==> config.mk <==
export PLATFORM = sky130hd
export DESIGN_NAME = calc2_param
export DESIGN_NICKNAME = d
export VERILOG_FILES = /design/src/rtl/calc2_param.sv
export SDC_FILE = /design/constraint.sdc
export NUM_CORES = 2
export LEC_CHECK = 0
export CAP_MARGIN = 15
export CELL_PAD_IN_SITES_DETAIL_PLACEMENT = 0
export CELL_PAD_IN_SITES_GLOBAL_PLACEMENT = 1
export CORE_ASPECT_RATIO = 0.5
export CORE_MARGIN = 5
export CORE_UTILIZATION = 48
export CTS_CLUSTER_SIZE = 8
export DETAILED_ROUTE_END_ITERATION = 6
export HOLD_SLACK_MARGIN = 0.15
export PLACE_DENSITY_LB_ADDON = 0.1
export SLEW_MARGIN = 20
export SYNTH_ARGS = -nofsm -noshare
export SYNTH_HDL_FRONTEND = slang
export SYNTH_SLANG_ARGS = --single-unit
==> constraint.sdc <==
create_clock -name c_clk -period 9.6 [get_ports c_clk]
set_input_delay 2.88 -clock c_clk [delete_from_list [all_inputs] [get_ports c_clk]]
set_output_delay 2.88 -clock c_clk [all_outputs]
set_load 0.005 [all_outputs]
==> src/rtl/calc2_param.sv <==
// Multi-port two-cycle calculator: N_PORTS request channels share one ALU through
// a round-robin arbiter; each port gets a one-cycle response pulse on its own lane.
module calc2_param #(
  parameter int N_PORTS  = 4,
  parameter int DATA_W   = 32,
  parameter int SATURATE = 0
) (
  input  logic                         c_clk,
  input  logic                         reset,
  input  logic [0:N_PORTS*4-1]         req_cmd_in,
  input  logic [0:N_PORTS*DATA_W-1]    req_data_in,
  output logic [0:N_PORTS*2-1]         out_resp,
  output logic [0:N_PORTS*DATA_W-1]    out_data
);

  localparam int IDX_W = (N_PORTS > 1) ? $clog2(N_PORTS) : 1;
  localparam int SH_W  = $clog2(DATA_W);
  localparam logic [IDX_W-1:0] LAST_RST = IDX_W'(N_PORTS - 1);

  typedef enum logic [1:0] {
    S_IDLE = 2'd0,
    S_OP2  = 2'd1,
    S_PEND = 2'd2
  } state_e;

  state_e              state_q [N_PORTS];
  state_e              state_d [N_PORTS];
  logic [3:0]          cmd_q   [N_PORTS];
  logic [3:0]          cmd_d   [N_PORTS];
  logic [DATA_W-1:0]   op1_q   [N_PORTS];
  logic [DATA_W-1:0]   op1_d   [N_PORTS];
  logic [DATA_W-1:0]   op2_q   [N_PORTS];
  logic [DATA_W-1:0]   op2_d   [N_PORTS];
  logic [1:0]          resp_q  [N_PORTS];
  logic [1:0]          resp_d  [N_PORTS];
  logic [DATA_W-1:0]   data_q  [N_PORTS];
  logic [DATA_W-1:0]   data_d  [N_PORTS];
  logic [IDX_W-1:0]    last_q;
  logic [IDX_W-1:0]    last_d;
  logic                gnt_vld;
  logic [IDX_W-1:0]    gnt_idx;

  // Returns {resp, data}; out-of-range results either error out or clamp.
  function automatic logic [DATA_W+1:0] alu(input logic [3:0] cmd,
                                            input logic [DATA_W-1:0] a,
                                            input logic [DATA_W-1:0] b);
    logic [DATA_W:0]   sum;
    logic [1:0]        r;
    logic [DATA_W-1:0] d;
    sum = {1'b0, a} + {1'b0, b};
    r   = 2'd2;
    d   = {DATA_W{1'b0}};
    case (cmd)
      4'd1: begin
        if (sum[DATA_W]) begin
          r = (SATURATE != 0) ? 2'd3 : 2'd2;
          d = (SATURATE != 0) ? {DATA_W{1'b1}} : {DATA_W{1'b0}};
        end else begin
          r = 2'd1;
          d = sum[DATA_W-1:0];
        end
      end
      4'd2: begin
        if (b > a) begin
          r = (SATURATE != 0) ? 2'd3 : 2'd2;
          d = {DATA_W{1'b0}};
        end else begin
          r = 2'd1;
          d = a - b;
        end
      end
      4'd5: begin
        r = 2'd1;
        d = a << b[SH_W-1:0];
      end
      4'd6: begin
        r = 2'd1;
        d = a >> b[SH_W-1:0];
      end
      default: begin
        r = 2'd2;
        d = {DATA_W{1'b0}};
      end
    endcase
    return {r, d};
  endfunction

  // Round-robin grant: scan downward so the port nearest last_q+1 wins last.
  always_comb begin
    int  idx;
    logic pend;
    idx     = 0;
    pend    = 1'b0;
    gnt_vld = 1'b0;
    gnt_idx = {IDX_W{1'b0}};
    for (int k = N_PORTS; k >= 1; k--) begin
      idx     = (int'(last_q) + k) % N_PORTS;
      pend    = (state_q[idx] == S_PEND);
      gnt_vld = gnt_vld | pend;
      gnt_idx = pend ? IDX_W'(idx) : gnt_idx;
    end
  end

  // Per-port command/operand capture and response generation.
  always_comb begin
    last_d = gnt_vld ? gnt_idx : last_q;
    for (int p = 0; p < N_PORTS; p++) begin
      state_d[p] = state_q[p];
      cmd_d[p]   = cmd_q[p];
      op1_d[p]   = op1_q[p];
      op2_d[p]   = op2_q[p];
      resp_d[p]  = 2'd0;
      data_d[p]  = {DATA_W{1'b0}};
      case (state_q[p])
        S_IDLE: begin
          if (req_cmd_in[4*p +: 4] != 4'd0) begin
            state_d[p] = S_OP2;
            cmd_d[p]   = req_cmd_in[4*p +: 4];
            op1_d[p]   = req_data_in[p*DATA_W +: DATA_W];
          end else begin
            state_d[p] = S_IDLE;
          end
        end
        S_OP2: begin
          op2_d[p]   = req_data_in[p*DATA_W +: DATA_W];
          state_d[p] = S_PEND;
        end
        S_PEND: begin
          if (gnt_vld && (gnt_idx == IDX_W'(p))) begin
            {resp_d[p], data_d[p]} = alu(cmd_q[p], op1_q[p], op2_q[p]);
            state_d[p] = S_IDLE;
          end else begin
            state_d[p] = S_PEND;
          end
        end
        default: begin
          state_d[p] = S_IDLE;
        end
      endcase
    end
  end

  // State registers with synchronous reset taking priority.
  always_ff @(posedge c_clk) begin
    if (reset) begin
      last_q <= LAST_RST;
      for (int p = 0; p < N_PORTS; p++) begin
        state_q[p] <= S_IDLE;
        cmd_q[p]   <= 4'd0;
        op1_q[p]   <= {DATA_W{1'b0}};
        op2_q[p]   <= {DATA_W{1'b0}};
        resp_q[p]  <= 2'd0;
        data_q[p]  <= {DATA_W{1'b0}};
      end
    end else begin
      last_q <= last_d;
      for (int p = 0; p < N_PORTS; p++) begin
        state_q[p] <= state_d[p];
        cmd_q[p]   <= cmd_d[p];
        op1_q[p]   <= op1_d[p];
        op2_q[p]   <= op2_d[p];
        resp_q[p]  <= resp_d[p];
        data_q[p]  <= data_d[p];
      end
    end
  end

  for (genvar g = 0; g < N_PORTS; g++) begin : g_lane
    assign out_resp[2*g +: 2]           = resp_q[g];
    assign out_data[g*DATA_W +: DATA_W] = data_q[g];
  end

endmodule

## Yosys cells after proc, flatten, opt, wreduce, memory -nomap -nowiden

Memory sizes are Yosys's and may differ from the RTL's.
Index checks and enable logic that the tools add are counted.

- Flip-flop bits (word level): 2
- Bits in latches: 0
- RAM bits: 416
- Bits in read-only memories: 0
- Bits of input ports: 146
- Output and inout bits: 136
- Logic and storage cells: 209
- Memories kept: 6

- $add $sub $neg: 12
- Multiply operators: 0
- Div/mod/pow operators: 0
- $lt $le $gt $ge: 4
- Equal/unequal tests: 31
- Shifts and indexed selects: 8
- Muxes and demuxes: 103
- Bitwise gates (word level): 27
- Reduce and logical (&&, ||, !) cells: 17

Memory list:

| memory | words | bits a word | rd ports | clocked after Yosys merged registers in | write ports | RTL line | text |
|---|---|---|---|---|---|---|---|
| data_q | 4 | 32 | 4 | 0 | 4 | 36 | `logic [DATA_W-1:0] data_q [N_PORTS];` |
| op1_q | 4 | 32 | 4 | 0 | 4 | 30 | `logic [DATA_W-1:0] op1_q [N_PORTS];` |
| op2_q | 4 | 32 | 4 | 0 | 4 | 32 | `logic [DATA_W-1:0] op2_q [N_PORTS];` |
| cmd_q | 4 | 4 | 4 | 0 | 4 | 28 | `logic [3:0] cmd_q [N_PORTS];` |
| resp_q | 4 | 2 | 4 | 0 | 4 | 34 | `logic [1:0] resp_q [N_PORTS];` |
| state_q | 4 | 2 | 8 | 0 | 4 | 26 | `state_e state_q [N_PORTS];` |

Operators with widths:

| operator | count |
|---|---|
| 2-to-1 mux 32 bit | 40 |
| one-hot mux 32 bit (4 select lines) | 4 |
| adder 32 x 32 -> 33 bit | 4 |
| greater-than comparator 32 bit | 4 |
| left shift 32 x 5 -> 32 bit | 4 |
| >> shifter 32 x 5 -> 32 bit | 4 |
| subtractor 32 bit | 4 |
| 2-to-1 mux 2 bit | 32 |
| 2-to-1 mux 4 bit | 12 |
| one-hot mux 2 bit (3 select lines) | 8 |
| equality test 4 x 3 -> 1 bit, second input constant | 8 |
| OR 1 bit | 27 |
| equality test 2 bit, second input constant | 10 |
| equality test 4 x 1 -> 1 bit, second input constant | 4 |
| equality test 4 x 2 -> 1 bit, second input constant | 4 |
| nonzero test 4 bit | 4 |
| equality test 2 x 1 -> 1 bit, second input constant | 5 |
| logical NOT 2 bit | 5 |
| OR reduction 2 bit | 4 |
| 2-to-1 mux 1 bit | 7 |
| adder 2 x 1 -> 2 bit, second input constant | 2 |
| adder 2 bit, second input constant | 2 |
| logical AND 1 bit | 4 |

## Logic depth before layout (Yosys ltp)

An unclocked memory read counts as a cell.

- Depth in word-level cells: 12
- Mapped depth: 17
- Depth with buffers taken out: 13

## Worst setup path after synthesis

No wires, ideal clock.

- Path type: input -> register
- Start: input port req_cmd_in[0] (netlist name)
- End: memory op1_q[0][23]
- Library setup time: 0.070 ns
- Data arrival time: 4.048 ns
- Data required time: 9.530 ns
- Setup slack: 5.482 ns
- Cell stages on the path: 6
- Buffers on the path: 2
- Cell sequence: nor4_1 nand2b_1 clkbuf_1 clkbuf_1 nand2_1 a21oi_1

RTL lines:

| element | RTL line | text |
|---|---|---|
| from (decl) | 10 | `input logic [0:N_PORTS*4-1] req_cmd_in,` |
| to (decl) | 30 |  |

==> results.md <==
- The flow ran to the end, but the final reports show violations.
- The checks that failed: DRC.
- In the synthesized netlist the dominant register cell turns out to be dfxtp_1.
- The source of the critical timing path is op2_q[0][3].
- The mapped netlist covers approximately 41,000 um^2.
- In this run the tightest slew margin relative to its limit is 18.7%.
- The transition at the pin with the smallest max-transition slack is 1190 ps.
- The synthesized design contains 0 enable-type register cells.
- The HPWL after detailed placement is 128,000 um.
- Setup violations remaining at the end of the flow were counted as 0.
- The number of DRC violations after detailed-routing iteration 0 is approximately 5.7k.
- The count of nets left with antenna violations after detail routing is 0.
- Once placement finished, the instance area stood at 44,100 um^2.
- Net switching is approximately 45% of the power.
- The synthesized design spends more area on one cell type than any other, namely dfxtp_1.
- TritonCTS built the clock tree.
- The distinct cell type count of the synthesized netlist is 87.
- The maximum buffer depth of the clock tree is 3.
- The most used standard cell by instance count after synthesis is nand2_1.
- The via count of the first global-routing pass is 42.0k.
- The core region is 84,300 um^2.
- Counting I/O delays and the setup requirement, the final critical path takes roughly 5200 ps.
- In this run the post-CTS setup repair buffer count came out at 0.
- The total die area is 91,700 um^2.
- In the final design database the tool counted 6,343 nets.
- The total negative slack for setup checks is 0 ps.
- Across all layers, the routed design uses roughly 46k vias.
- The cell occurring most often along the worst timing path is buf_4.
- The clock reaches the later pin of the worst-skew pair after 670 ps.
- Of the synthesized area, sequential elements account for between 20% and 30%.
- The worst register-to-register path ends at data_q[0][6].
- The number of buffers added to fix hold violations after cts is 0.
- The largest stage delay on the critical path is about 540 ps.
- The internal power of the cells is 4370 uW.
- The detailed-routing iteration count for the pre-antenna-repair pass is 7.
- At the worst endpoint, the required time is 10,080 ps.
- The setup path with the least slack is of type reg2reg.
- The area overhead of the layout relative to synthesis is 11.7%.
- The die is ~220 um tall.
- The combined global-route utilization of all metal layers is 34.9%.
- The number of resized instances in the post-cts repair step is 0.
- Entering global routing, the biggest net connects approximately 110 pins.
- Yosys printed 0 warnings.
- Total power for the finished layout comes to approximately 8000 uW.
- The register-to-register path setup slack is 4380 ps.
- The highest-delay cell along the critical path is buf_4.
- The post-synth net total is 6,362.
- The number of cells produced by synthesis is between 5k and 6k.
- At the end of routability-driven placement, the weighted congestion stood at 1.02.
- The floorplan has 75 rows.
- The total of flip-flops plus latches after synthesis is 420.
- Yosys attributes the largest share of cell area to dfxtp_1 (21%), a21oi_1 (10%), nand2_1 (8.5%).
- For this configuration, the core starts out at a cell density of about half.
- CTS saw 420 sinks.
- The worst-case reg-to-reg path depth is 15.
- For this run, asynchronously set or reset flops after synthesis account for 0%.
- The total grt overflow is 0.
- The I/O pin count is 282.
- The leakage dissipation is 0.0175 uW.
- The total non-filler cell area in the finished layout is roughly 46,000 um^2.
- The via-per-instance ratio is 6.51.
- The average wire length per cell after detail routing is 24.1 um.
- Setup repair after global routing left no endpoint under its margin.
- The arrival time reported for the critical path endpoint is 5700 ps.
- The worst register-to-register path begins at op2_q[0][3].
- The final max-slew violation count came to 0.
- The type of the worst min-delay path is reg2reg.
- In this run the worst setup path terminates at data_q[0][6].
- The maximum ir drop on the vdd rail is 137 uV.
- The max-cap check violation count is 0.
- Port buffering added 281 buffers.
- The clock network is responsible for between 20% and 30% of the overall power.
- The total power density per cell area is 175 nW/um^2.
- Clock-pin slew was measured on the worst setup and hold paths at ~60 ps.
- In this run the power spent charging and discharging nets is 3630 uW.
- The signal on the critical path passes through buf_4 > inv_1 > buf_4 > ha_1 > nand2b_1 > o311a_1 > o2111ai_1 > a31o_2 > a21oi_1 > a31oi_1 > o31a_1 > buf_4 > a22o_1 > o21ai_0 > a31oi_1.
- The highest clock frequency the design can meet is 191 MHz.
- The final setup skew is 53.3 ps.
- Of all nets on the critical path, the largest fanout is 68.
- Combinational logic burns 47.5% of the power.
- Registers are responsible for 27.3% of the overall power.
- The initial antenna violation count came to 12.
- The die span in x is 423 um.
- The worst setup path is launched from a register.
- The global-route wire length before repair is approximately 260,000 um.
- The top cell type's share of synthesized area is about a fifth.
- The root buffer cell is clkbuf_16.
- The number of H-tree branching levels is 2.
- The number of DRC violations after detailed routing is 1.
- Cells with a size suffix above 1 make up between 5 and 6% of the layout.
- By count the netlist is led by nand2_1 (924), a21oi_1 (819), nor2_1 (601).
- The number of hold-slack violations in the final timing report is 0.
- TritonCTS created 60 clock buffers.
- After layout, the worst path uses a little over half of the clock period.
- After synthesis, the mean cell area works out to 6.90 um^2.
- The total wirelength of the detailed-routed design is around 170,000 um.
- STA classifies the critical path endpoint as a register.
==> stage by stage <==
step | hold slack (ps) | worst slack (ps) | std cells | utilization [%]
2_1_floorplan | 445 | 5480 | 5944 | -
3_3_place_gp | 454 | 4400 | 6979 | 52.4
3_5_place_dp | 464 | 4510 | 6979 | 52.4
4_1_cts | 472 | 4540 | 7053 | 54.3
5_1_grt | 493 | 4190 | 7062 | 54.3
6_report | 472 | 4380 | 7062 | 54.3
==> worst min path at each step <==
stage	cells after the start	to	from
after floorplan	2	cmd_q[0][0]	cmd_q[0][0]
after global placement	2	cmd_q[1][0]	cmd_q[1][0]
after detailed placement	2	cmd_q[0][0]	cmd_q[0][0]
after CTS	2	cmd_q[1][1]	cmd_q[1][1]
after global routing	2	op2_q[1][7]	op2_q[1][7]
final	2	op2_q[1][25]	op2_q[1][25]
==> registers in the layout, indices dropped and copies added (netlist names), named ones only <==
signal	count
last_q	2
data_q	128
cmd_q	16
op1_q	128
state_q	8
op2_q	128
resp_q	8
==> per-layer routing <==
| layer | up-vias | part of all wire, % | global-route usage [%] |
|---|---|---|---|
| li1 | 21300 | - | - |
| met1 | 22000 | 43 | 48.0 |
| met2 | 2305 | 44 | 54.8 |
| met3 | 402 | 8.8 | 6.19 |
| met4 | 0 | 4.2 | 13.5 |
| met5 | - | 0 | 0 |
==> worst max-delay path, delay by kind of cell (launching register included) <==
family	cells	cell delay, ps
buf+inv	4	1180
simple gates	1	120
compound gates	9	2910
fa+ha+maj	1	450
flops	1	320
==> logic make-up after synthesis <==
group	Yosys count	synth area share (%)
AOI/OAI and AO/OA	2103	31.7
and+or+nand+nor	2033	21.4
buffers and inverters	715	6.69
DFF	420	20.5
muxes	307	9.34
adders and majority gates	272	8.45
xor gates and xnor gates	94	2.01
==> power by group through the flow <==
stage / Sequential [uW] / Combinational [uW] / Clock [uW]
6_report: 2180 / 3810 / 2020
5_1_grt: 2200 / 4100 / 2120
2_1_floorplan: 2060 / 2660 / 0
3_3_place_gp: 2200 / 3640 / 0
3_5_place_dp: 2200 / 3670 / 0
4_1_cts: 2170 / 3690 / 2050
==> cell usage in the layout, fill, tap and decap left out, types with 75 or more instances in the layout <==
cell	count
dfxtp_1	404
nand2b_1	75
nand2_1	924
a31oi_1	123
o22ai_1	109
xnor2_1	84
ha_1	264
nor2_1	598
nand3_1	77
inv_1	272
nor3_1	84
a211oi_1	85
o21ai_0	357
mux2i_1	199
clkdlybuf4s50_1	280
a21oi_1	819
==> layout make-up <==
class	instances	area (um^2)
tap	1116	1400
fill	8379	38500
multi-input combinational	4809	29900
clock buffer	70	1580
timing repair buffer	347	3310
inverter	287	1080
sequential	420	8440
clock inverter	4	45.0
antenna	9	22.5
No activity file was read; power rests on OpenSTA's default activity.
